--- config.mk ---
export PLATFORM = sky130hd
export DESIGN_NAME = vga_linefetch_flat
export DESIGN_NICKNAME = d
export VERILOG_FILES = /design/src/rtl/vga_pkg.sv /design/src/rtl/vga_linefetch_if.sv /design/src/rtl/linefetch_fifo.sv /design/src/rtl/vga_linefetch.sv /design/src/flat_wrapper.sv
export SDC_FILE = /design/constraint.sdc
export NUM_CORES = 1
export LEC_CHECK = 0
export ABC_AREA = 1
export CELL_PAD_IN_SITES_DETAIL_PLACEMENT = 0
export CELL_PAD_IN_SITES_GLOBAL_PLACEMENT = 2
export CORE_MARGIN = 2
export CORE_UTILIZATION = 25
export DETAILED_ROUTE_END_ITERATION = 10
export DONT_BUFFER_PORTS = 1
export GPL_ROUTABILITY_DRIVEN = 0
export PLACE_DENSITY_LB_ADDON = 0.1
export SLEW_MARGIN = 20
export SYNTH_ARGS = -nofsm -noshare
export SYNTH_HDL_FRONTEND = slang
export SYNTH_SLANG_ARGS = --single-unit
--- constraint.sdc ---
create_clock -name clk_i -period 3.9 [get_ports clk_i]
set_input_delay 0.39 -clock clk_i [delete_from_list [all_inputs] [get_ports clk_i]]
set_output_delay 0.39 -clock clk_i [all_outputs]
set_load 0.05 [all_outputs]
--- src/rtl/vga_pkg.sv ---
// Shared types and constants for the VGA scanline fetcher: fetch-state enum,
// Wishbone byte-select value, word size and the scanline base-address helper.
package vga_pkg;

  typedef enum logic [1:0] {
    ST_IDLE  = 2'd0,
    ST_FETCH = 2'd1,
    ST_DRAIN = 2'd2,
    ST_FLUSH = 2'd3
  } fetch_state_e;

  localparam logic [3:0]  WB_SEL     = 4'hf;
  localparam int unsigned WORD_BYTES = 4;

  // Byte address of the first word of a scanline; wraps modulo 2^32.
  function automatic logic [31:0] line_addr(input logic [31:0] base,
                                            input logic [15:0] line,
                                            input int unsigned words);
    logic [31:0] stride;
    stride = 32'(words * WORD_BYTES);
    return base + ({16'd0, line} * stride);
  endfunction

endpackage

--- src/rtl/vga_linefetch_if.sv ---
// Wishbone pipelined read bus between the line fetcher (master) and memory (slave).
interface vga_linefetch_if;
  logic        cyc_o;
  logic        stb_o;
  logic [31:0] adr_o;
  logic        we_o;
  logic [3:0]  sel_o;
  logic        stall_i;
  logic        ack_i;
  logic [31:0] dat_i;

  modport master (output cyc_o, stb_o, adr_o, we_o, sel_o,
                  input  stall_i, ack_i, dat_i);
  modport slave  (input  cyc_o, stb_o, adr_o, we_o, sel_o,
                  output stall_i, ack_i, dat_i);
endinterface

--- src/rtl/linefetch_fifo.sv ---
// Single-clock synchronous FIFO with flush; DEPTH must be a power of two.
// Pop on empty is ignored; push on full is dropped unless a pop frees a slot.
module linefetch_fifo #(
  parameter int DEPTH = 16,
  parameter int WIDTH = 32
) (
  input  logic                       clk_i,
  input  logic                       rst_n,
  input  logic                       push_i,
  input  logic [WIDTH-1:0]           data_i,
  input  logic                       pop_i,
  input  logic                       flush_i,
  output logic [WIDTH-1:0]           data_o,
  output logic [$clog2(DEPTH+1)-1:0] level_o,
  output logic                       empty_o,
  output logic                       full_o
);

  localparam int AW = $clog2(DEPTH);
  localparam int LW = $clog2(DEPTH + 1);

  logic [WIDTH-1:0] mem_q [DEPTH];
  logic [AW-1:0]    wr_q, rd_q;
  logic [LW-1:0]    level_q;
  logic             do_push, do_pop;

  assign empty_o = (level_q == '0);
  assign full_o  = (level_q == LW'(DEPTH));
  assign do_pop  = pop_i & ~empty_o;
  assign do_push = push_i & (~full_o | do_pop);

  always_ff @(posedge clk_i) begin
    if (!rst_n || flush_i) begin
      wr_q    <= '0;
      rd_q    <= '0;
      level_q <= '0;
    end else begin
      if (do_push) wr_q <= wr_q + 1'b1;
      if (do_pop)  rd_q <= rd_q + 1'b1;
      level_q <= level_q + LW'(do_push) - LW'(do_pop);
    end
  end

  always_ff @(posedge clk_i) begin
    if (do_push) mem_q[wr_q] <= data_i;
  end

  assign data_o  = mem_q[rd_q];
  assign level_o = level_q;

endmodule

--- src/rtl/vga_linefetch.sv ---
// Scanline prefetcher: reads LINE_WORDS words over pipelined Wishbone into a FIFO.
// Define VGA_LINEFETCH_UNDERFLOW_EN to enable the sticky pop-while-empty flag.
module vga_linefetch
  import vga_pkg::*;
#(
  parameter int FIFO_DEPTH = 16,
  parameter int LINE_WORDS = 160
) (
  input  logic                  clk_i,
  input  logic                  rst_n,
  vga_linefetch_if.master       wb,
  input  logic [31:0]           vgabase,
  input  logic [15:0]           line_num,
  input  logic                  start_i,
  input  logic                  pop_i,
  output logic [31:0]           data_o,
  output logic                  empty_o,
  output logic                  busy_o,
  output logic                  underflow_o
);

  localparam int IW = $clog2(LINE_WORDS + 1);
  localparam int LW = $clog2(FIFO_DEPTH + 1);
  localparam int CW = LW + 1;

  fetch_state_e  state_q, state_d;
  logic [31:0]   adr_q, adr_d;
  logic [IW-1:0] issued_q, issued_d;
  logic [LW-1:0] outst_q, outst_d;
  logic [15:0]   line_q, line_d;

  logic [LW-1:0] fifo_level;
  logic          fifo_full;
  logic [CW-1:0] credit_sum;
  logic          stb, accept, ack_ok, fetching, flush, push;

  // Credit counts words already buffered plus words still in flight.
  assign credit_sum = {1'b0, fifo_level} + {1'b0, outst_q};
  assign stb      = (state_q == ST_FETCH) && (issued_q < IW'(LINE_WORDS)) &&
                    (credit_sum < CW'(FIFO_DEPTH));
  assign accept   = stb & ~wb.stall_i;
  assign ack_ok   = wb.ack_i & (outst_q != '0);
  assign fetching = (state_q == ST_FETCH) || (state_q == ST_DRAIN);
  assign flush    = start_i & fetching;
  assign push     = ack_ok & fetching & ~flush & ~fifo_full;
  assign outst_d  = outst_q + LW'(accept) - LW'(ack_ok);

  always_comb begin
    state_d  = state_q;
    adr_d    = adr_q;
    issued_d = issued_q;
    line_d   = line_q;
    unique case (state_q)
      ST_IDLE: begin
        if (start_i) begin
          state_d  = ST_FETCH;
          line_d   = line_num;
          adr_d    = line_addr(vgabase, line_num, LINE_WORDS);
          issued_d = '0;
        end
      end
      ST_FETCH: begin
        if (start_i) begin
          state_d = ST_FLUSH;
          line_d  = line_num;
        end else if (accept) begin
          adr_d    = adr_q + 32'(WORD_BYTES);
          issued_d = issued_q + 1'b1;
          if (issued_q == IW'(LINE_WORDS - 1)) state_d = ST_DRAIN;
        end
      end
      ST_DRAIN: begin
        if (start_i) begin
          state_d = ST_FLUSH;
          line_d  = line_num;
        end else if (ack_ok && outst_q == LW'(1)) begin
          state_d = ST_IDLE;
        end
      end
      ST_FLUSH: begin
        if (start_i) line_d = line_num;
        // Old requests must all be acknowledged before the new line starts.
        if (outst_q == '0) begin
          state_d  = ST_FETCH;
          adr_d    = line_addr(vgabase, start_i ? line_num : line_q, LINE_WORDS);
          issued_d = '0;
        end
      end
      default: state_d = ST_IDLE;
    endcase
  end

  always_ff @(posedge clk_i) begin
    if (!rst_n) begin
      state_q  <= ST_IDLE;
      adr_q    <= '0;
      issued_q <= '0;
      outst_q  <= '0;
      line_q   <= '0;
    end else begin
      state_q  <= state_d;
      adr_q    <= adr_d;
      issued_q <= issued_d;
      outst_q  <= outst_d;
      line_q   <= line_d;
    end
  end

  linefetch_fifo #(.DEPTH(FIFO_DEPTH), .WIDTH(32)) u_fifo (
    .clk_i   (clk_i),
    .rst_n   (rst_n),
    .push_i  (push),
    .data_i  (wb.dat_i),
    .pop_i   (pop_i),
    .flush_i (flush),
    .data_o  (data_o),
    .level_o (fifo_level),
    .empty_o (empty_o),
    .full_o  (fifo_full)
  );

  assign wb.cyc_o = (state_q != ST_IDLE) && ((outst_q != '0) || stb);
  assign wb.stb_o = stb;
  assign wb.adr_o = adr_q;
  assign wb.we_o  = 1'b0;
  assign wb.sel_o = WB_SEL;
  assign busy_o   = (state_q != ST_IDLE);

`ifdef VGA_LINEFETCH_UNDERFLOW_EN
  logic uflow_q, uflow_d;

  always_comb begin
    uflow_d = uflow_q;
    if (start_i)                uflow_d = 1'b0;
    else if (pop_i && empty_o)  uflow_d = 1'b1;
  end

  always_ff @(posedge clk_i) begin
    if (!rst_n) uflow_q <= 1'b0;
    else        uflow_q <= uflow_d;
  end

  assign underflow_o = uflow_q;
`else
  assign underflow_o = 1'b0;
`endif

endmodule

--- src/flat_wrapper.sv ---
// flat-port wrapper written by rule: the top's interface ports become plain ports
module vga_linefetch_flat import vga_pkg::*;
#(
  parameter int FIFO_DEPTH = 16,
  parameter int LINE_WORDS = 160
)
  (clk_i, rst_n, vgabase, line_num, start_i, pop_i, data_o, empty_o, busy_o, underflow_o, wb_cyc_o, wb_stb_o, wb_adr_o, wb_we_o, wb_sel_o, wb_stall_i, wb_ack_i, wb_dat_i);
  vga_linefetch_if wb_i ();
  input  logic clk_i;
  input  logic rst_n;
  input  logic [31:0] vgabase;
  input  logic [15:0] line_num;
  input  logic start_i;
  input  logic pop_i;
  output logic [31:0] data_o;
  output logic empty_o;
  output logic busy_o;
  output logic underflow_o;
  output wire logic [$bits(wb_i.cyc_o)-1:0] wb_cyc_o;
  output wire logic [$bits(wb_i.stb_o)-1:0] wb_stb_o;
  output wire logic [$bits(wb_i.adr_o)-1:0] wb_adr_o;
  output wire logic [$bits(wb_i.we_o)-1:0] wb_we_o;
  output wire logic [$bits(wb_i.sel_o)-1:0] wb_sel_o;
  input wire logic [$bits(wb_i.stall_i)-1:0] wb_stall_i;
  input wire logic [$bits(wb_i.ack_i)-1:0] wb_ack_i;
  input wire logic [$bits(wb_i.dat_i)-1:0] wb_dat_i;
  assign wb_cyc_o = wb_i.cyc_o;
  assign wb_stb_o = wb_i.stb_o;
  assign wb_adr_o = wb_i.adr_o;
  assign wb_we_o = wb_i.we_o;
  assign wb_sel_o = wb_i.sel_o;
  assign wb_i.stall_i = wb_stall_i;
  assign wb_i.ack_i = wb_ack_i;
  assign wb_i.dat_i = wb_dat_i;
  vga_linefetch #(.FIFO_DEPTH(FIFO_DEPTH), .LINE_WORDS(LINE_WORDS)) u_core (.clk_i(clk_i), .rst_n(rst_n), .wb(wb_i), .vgabase(vgabase), .line_num(line_num), .start_i(start_i), .pop_i(pop_i), .data_o(data_o), .empty_o(empty_o), .busy_o(busy_o), .underflow_o(underflow_o));
endmodule
==> impl_metrics.ini, run 1 <==
[min_path]
min_path_type = in -> reg
worstHoldStart = vgabase[27]

[setup_path]
critPathCapture = u_core.wb.adr_o[30]$_SDFFE_PN0P_
worst_ep_arrival_time_ns = 4.18
r2r_end = u_core.wb.adr_o[30]$_SDFFE_PN0P_
reg2reg_from = u_core.line_q[3]$_SDFF_PN0_
critPathKind = in -> reg
start_kind = input pin
critical_path_peak_fanout = 4
critPathCaptureType = flip-flop
rr_worst_depth = 23
rrSetupSlack_ns = 0.34
crit_start = line_num[3]
required_ns = 4.47

[timing]
finalSetupViolCount = 0
hold_viol = 0
fin_ws_ns = 0.287
period_share_pct = 92.6
fmax_ghz = 0.277
relSlewSlack_pct = 42.1
min_period_ns = 3.61
worst_pin_slew_ns = 0.867
rsz0062_at_grt = no
holdWs_ns = 0.0545
slew_viol_final = 0
finClkSkew_ns = 0.0484

[synth]
synth.top_cell.area_share_pct = 53.9
yosys_warnings = 0
netlist_instances = 2744
synth.avg_cell_area_um2 = 10.4
ys_top_cells_by_count = 512 x edfxtp_1, 473 x nand2_1, 307 x inv_1
ys_async_sr_fraction_pct = 0
synth_flop_cell = edfxtp_1
yosysUniqueCellTypes = 42
ys_ff_latch = 592
yosysTopAreaCell = edfxtp_1
yosysMostFrequentCell = edfxtp_1
synth-edff-count = 512
synth_area_leaders = edfxtp_1 54%, nand2_1 6.2%, dfxtp_1 5.6%
syn_area_mm2 = 0.0285
ys_seq_area_share_pct = 59.5

[power]
p_sw_mw = 8.68
pwr-share-clk_pct = 30.4
vdd_drop_max_mv = 0.359
combPwrFrac_pct = 34.0
p_int_mw = 13.5
switching_share_pct = 39.2
power.leakage_nw = 12.8
p_per_area_mw_per_mm2 = 636
power.total_mw = 22.1
power_frac_seq_pct = 35.6

[cells_and_area]
drive_above_1_share_pct = 11.4
multiInputGateArea_mm2 = 0.0102
final-seq-area_mm2 = 0.0170
fillers = 11600
final_cell_count_no_fill = 4486
final_nets = 3125
syn_to_final_growth_pct = 22.0

[status]
status = completed

[grt]
grt_overflow = 0
track_usage_pct = 16.0
grt_pass1_wl_um = 138000
grt_max_degree = 115
grt_pass1_vias = 20600
antenna_found_initial = 9

[drt]
wl_per_cell_um = 20.8
drc = 0
drt_iter0_markers = 1052
vias = 20300
firstDrtPassIters = 5
wirelength_um = 93400
antenna_left = 0
vias_per_cell = 4.52

[die]
die-area_mm2 = 0.117
ioPinCount = 160
dieWidth_um = 342
core_area_mm2 = 0.113
start_util_pct = 25.3
rows = 123
die_h_um = 342

[clock_tree]
clkLatencyLatePin_ns = 0.66
numCtsBuffers = 76
h-tree-depth = 3
clock_sinks = 592
cts_max_path_buffers = 3
cts_root_buf = clkbuf_16
cts_tree = done
clkTransAtPathRegs_ns = 0.06

[flow_run]
maxCapViolations = 0

[place]
placed_cells = 4276
place_ws_ns = -0.245
port_buffers = 0
dp_hpwl_um = 57600
==> cells in the final DEF (no fill, tap or decap), types with 4 or more instances in the layout <==
| cell type | count |
|---|---|
| a21o_1 | 4 |
| a21oi_1 | 239 |
| a21oi_2 | 8 |
| and2_1 | 4 |
| buf_12 | 22 |
| buf_4 | 130 |
| clkbuf_1 | 23 |
| clkbuf_16 | 76 |
| clkinv_1 | 12 |
| clkinv_2 | 7 |
| clkinvlp_4 | 4 |
| conb_1 | 6 |
| dfxtp_1 | 76 |
| dlygate4sd3_1 | 72 |
| edfxtp_1 | 512 |
| fa_1 | 4 |
| ha_1 | 94 |
| ha_4 | 9 |
| inv_1 | 302 |
| inv_2 | 6 |
| mux2i_1 | 129 |
| nand2_1 | 460 |
| nand2_2 | 13 |
| nand3_1 | 119 |
| nand3b_1 | 10 |
| nand4_1 | 18 |
| nor2_1 | 159 |
| nor2_2 | 4 |
| nor2_4 | 18 |
| nor3_1 | 14 |
| o211ai_1 | 128 |
| o21ai_0 | 209 |
| o21ai_1 | 11 |
| or2_2 | 6 |
| xnor2_1 | 10 |
| xor2_1 | 16 |
==> flip-flops by register name, indices dropped and copies added (netlist names), named ones only <==
name	cells
u_core.u_fifo.rd_q	4
u_core.u_fifo.level_o	5
u_core.u_fifo.wr_q	4
u_core.outst_q	5
u_core.issued_q	8
u_core.line_q	16
u_core.wb.adr_o	32
u_core.state_q	2
u_core.u_fifo.mem_q	512
==> worst min-delay path by stage <==
stage	end	slack, ns	cells past startpoint
finish	u_core.wb.adr_o[27]$_SDFFE_PN0P_	0.05	5
CTS	u_core.wb.adr_o[27]$_SDFFE_PN0P_	0.009	5
global route	u_core.wb.adr_o[28]$_SDFFE_PN0P_	0.04	4
floorplan	flip-flop	0.45	2
detailed placement	u_core.line_q[12]$_SDFF_PN0_	0.46	2
global placement	u_core.line_q[10]$_SDFF_PN0_	0.46	2
==> power groups by stage <==
stage          Sequential [mW]  Combinational, mW  Clock, mW
6_report                  7.88               7.53       6.73
5_1_grt                   7.93               8.44       7.21
4_1_cts                   7.90               7.60       7.00
3_5_place_dp              8.03               7.42          0
3_3_place_gp              8.02               7.43          0
2_1_floorplan             7.93               5.10          0
==> kinds of logic (layout without fill, tap and decap cells) <==
| kind of cell | after synthesis | count (layout) | synth area share [%] |
|---|---|---|---|
| flops | 592 | 592 | 59.5 |
| simple gates | 837 | 837 | 12.1 |
| buf+inv | 434 | 671 | 6.07 |
| xor+xnor | 27 | 27 | 0.829 |
| fa+ha+maj | 111 | 111 | 5.00 |
| other cells | 2 | 7 | 0.0263 |
| mux | 129 | 129 | 4.53 |
| compound gates | 612 | 612 | 12.0 |
==> final cells by class <==
cell class                      count  share of cell area, %
Antenna cell                        1                0.00719
Multi-Input combinational cell   1722                   29.4
Timing Repair Buffer              224                   6.14
Inverter                          312                   3.38
Clock inverter                     34                   1.06
Sequential cell                   592                   48.8
Tap cell                         1500                   5.39
Clock buffer                      101                   5.79
==> critical path, cell delays in order <==
cell and delay (ns):
dlygate4sd3_1 0.57, nand2_1 0.10, nand2_1 0.12, ha_1 0.33
ha_1 0.34, buf_4 0.16, nand2_1 0.07, o21ai_2 0.08
nand2_1 0.07, nand2_1 0.07, buf_4 0.16, nand3_1 0.06
nand2_1 0.06, a21oi_1 0.10, o21ai_0 0.08, nand2_1 0.07
inv_1 0.06, ha_4 0.28, nand2_1 0.19, o21ai_0 0.34
nand2_1 0.12, nand4_1 0.12, nand3_1 0.08, a21oi_1 0.16
==> routing by layer <==
layer / share of wire [%] / track usage [%] / vias up
met5: 0.092 / 0 / -
met4: 1.9 / 3.84 / 14
met3: 4.7 / 3.31 / 113
met2: 50 / 28.4 / 358
met1: 43 / 19.7 / 9824
li1: - / - / 9971
==> metrics by stage <==
stage	setup TNS (ns)	util, %	cell area, um2
global placement	-3.22	27.8	31400
detailed placement	-3.52	27.8	31400
CTS	0	30.6	34500
floorplan	0	-	28500
finish	0	30.8	34800
global route	0	30.8	34800
==> repair_timing <==
item	CTS	global route
setup endpoints to repair	18	19
endpoints found under the hold margin	556	0
setup buffers	0	1
hold buffers	73	0
resized for setup	5	62
pin swaps	0	17
Note: power is estimated with default switching activity, not from simulation.
==> run 2, diff against run 1 <==
--- a/config.mk
+++ b/config.mk
@@ -8,6 +8,7 @@
 export ABC_AREA = 1
 export CELL_PAD_IN_SITES_DETAIL_PLACEMENT = 0
 export CELL_PAD_IN_SITES_GLOBAL_PLACEMENT = 2
+export CORE_ASPECT_RATIO = 0.75
 export CORE_MARGIN = 2
 export CORE_UTILIZATION = 25
 export DETAILED_ROUTE_END_ITERATION = 10
==> constraint.sdc (replaced) <==
create_clock -name clk_i -period 4.3 [get_ports clk_i]
set_input_delay 0.43 -clock clk_i [delete_from_list [all_inputs] [get_ports clk_i]]
set_output_delay 0.43 -clock clk_i [all_outputs]
set_load 0.05 [all_outputs]
==> run 2 against run 1 <==
Effect of this change: power is 11% lower; register-to-register slack improved by 0.06 ns; worst setup slack improved by 0.12 ns; non-clock buffer count shrank 73; die area is essentially flat; critical path depth decreased by 1; sequential cell count unchanged; worst hold slack better by 0.0099 ns; largest cell class unchanged; clock skew down 0.021 ns; sequential share of layout area rose by 1.5 points; first-iteration DRC count up 7.3%.
==> impl_metrics.ini, run 2 (synthesis results as in run 1) <==
[status]
status = completed

[die]
ioPinCount = 160
dieWidth_um = 394
start_util_pct = 25.2
core_area_mm2 = 0.113
die-area_mm2 = 0.117
die_h_um = 297
rows = 107

[place]
port_buffers = 0
placed_cells = 4237
place_ws_ns = -0.150
place_area_mm2 = 0.0309
dp_hpwl_um = 58800

[timing]
worst_pin_slew_ns = 1.10
relSlewSlack_pct = 26.8
period_share_pct = 90.6
fin_ws_ns = 0.404
tns_ns = 0
finClkSkew_ns = 0.0272
slew_viol_final = 0
min_period_ns = 3.90
finalSetupViolCount = 0
fmax_ghz = 0.257
rsz0062_at_grt = no
hold_viol = 0

[power]
power.leakage_nw = 12.4
vdd_drop_max_mv = 0.288
p_int_mw = 11.7
power_frac_seq_pct = 37.2
pwr-share-clk_pct = 29.3
p_per_area_mw_per_mm2 = 582
p_sw_mw = 7.90
combPwrFrac_pct = 33.5
switching_share_pct = 40.2

[clock_tree]
cts_tree = done
cts_root_buf = clkbuf_16
h-tree-depth = 3
numCtsBuffers = 71
clkLatencyLatePin_ns = 0.65
clock_sinks = 592
post-cts-setup-buffers = 0
cts_max_path_buffers = 3
clkTransAtPathRegs_ns = 0.06

[setup_path]
rrSetupSlack_ns = 0.40
reg2reg_from = u_core.line_q[1]$_SDFF_PN0_
slowest_delay_ns = 0.40
cp_cell_sequence = o21ai_1, inv_1, ha_1, ha_1, inv_1, fa_1, o21ai_2, nand2_1, nand2_1, a21oi_1, nand2_1, nand2_1, o21ai_1, inv_1, ha_2, nand2_1, nor2_1, inv_1, nor2_1, nand3_1, nand4_1, nand3_2, a21oi_1
critPathCaptureType = flip-flop
critPathKind = reg -> reg
start_kind = flip-flop
rr_worst_depth = 23
critical_path_peak_fanout = 5
r2r_end = u_core.wb.adr_o[28]$_SDFFE_PN0P_
crit_slowest_cell = fa_1
required_ns = 4.87
path_common_cell = nand2_1
worst_ep_arrival_time_ns = 4.46
critPathCapture = u_core.wb.adr_o[28]$_SDFFE_PN0P_
crit_start = u_core.line_q[1]$_SDFF_PN0_

[cells_and_area]
top_register = u_core.u_fifo.mem_q
layout_commonest_cell = edfxtp_1
drive_above_1_share_pct = 7.41
syn_to_final_growth_pct = 18.3
fin_area_mm2 = 0.0337
final_cell_mix = 512 x edfxtp_1, 472 x nand2_1, 305 x inv_1, 247 x a21oi_1, 211 x o21ai_0
multiInputGateArea_mm2 = 0.00998
fillers = 11700
final_util_pct = 29.8
largest_reg_flops = 512
final-seq-area_mm2 = 0.0170
final_cell_count_no_fill = 4430
final_nets = 3047

[flow_run]
maxCapViolations = 0

[grt]
antenna_found_initial = 6
grt_overflow = 0
grt_max_degree = 99
grt_pass1_wl_um = 139000
track_usage_pct = 16.3
grt_pass1_vias = 19600

[drt]
vias = 20100
drc = 0
firstDrtPassIters = 5
wl_per_cell_um = 21.7
antenna_left = 0
vias_per_cell = 4.53
wirelength_um = 96200
drt_iter0_markers = 1129

[min_path]
min_path_type = in -> reg
[run 2: cell types whose count changed in the layout (fill, tap and decap cells not counted), sizes merged]
cell         previous run  this run
buf                   152        86
clkbuf                101        91
clkinv                 24        32
dlygate4sd3            72        65
inv                   315       312
bufinv                  3         1
clkinvlp                4         2
[run 2: power groups by stage]
stage / Clock (mW) / Combinational, mW / Sequential [mW]
6_report: 5.75 / 6.58 / 7.30
5_1_grt: 6.19 / 7.35 / 7.35
4_1_cts: 5.98 / 6.70 / 7.32
3_5_place_dp: 0 / 6.54 / 7.44
3_3_place_gp: 0 / 6.57 / 7.43
2_1_floorplan: 0 / 4.63 / 7.20
[run 2: how the worst min path moves through the flow]
stage,start,cells past startpoint,endpoint,slack [ns]
final,vgabase[3],4,u_core.wb.adr_o[3]$_SDFFE_PN0P_,0.06
after global routing,vgabase[6],4,u_core.wb.adr_o[6]$_SDFFE_PN0P_,0.03
after CTS,start_i,3,u_core.line_q[2]$_SDFF_PN0_,0.001
after detailed placement,u_core.line_q[10]$_SDFF_PN0_,2,u_core.line_q[10]$_SDFF_PN0_,0.46
after global placement,u_core.line_q[9]$_SDFF_PN0_,2,u_core.line_q[9]$_SDFF_PN0_,0.46
after floorplan,u_core.u_fifo.rd_q[2]$_SDFFE_PP0P_,2,flip-flop,0.45
[run 2: what timing repair did]
item | CTS | global route
endpoints found under the hold margin | 557 | 0
hold buffers | 66 | 0
resized for setup | 0 | 12
setup endpoints to repair | 0 | 17
[run 2: critical path, delay by kind of cell (launching register included)]
family                     cells  cell delay (ns)
DFF                            1             0.30
AOI/OAI and AO/OA              5             0.80
adders and majority gates      4             1.24
and+or+nand+nor               10             1.19
buffers and inverters          4             0.28
[run 2: layout make-up]
cell class | count | area share, %
antenna | 1 | 0.00741
clock buffer | 91 | 5.71
clock inverter | 35 | 0.719
inverter | 312 | 3.48
multi-input combinational | 1722 | 29.6
sequential | 592 | 50.3
tap | 1526 | 5.66
timing repair buffer | 151 | 4.51
[run 2: layer usage]
metal | vias to the layer above | track usage (%) | share of wire, %
met2 | 335 | 24.1 | 42
li1 | 9830 | - | -
met3 | 117 | 3.46 | 4.4
met4 | 4 | 4.05 | 2.1
met5 | - | 0 | 0.030
met1 | 9802 | 24.1 | 52
[run 2: per-stage QoR]
| stage | total power, mW | hold WS [ns] |
|---|---|---|
| global placement | 14.0 | 0.459 |
| finish | 19.6 | 0.0644 |
| global route | 20.9 | 0.0333 |
| CTS | 20.0 | 0.00124 |
| detailed placement | 14.0 | 0.460 |
| floorplan | 11.8 | 0.447 |
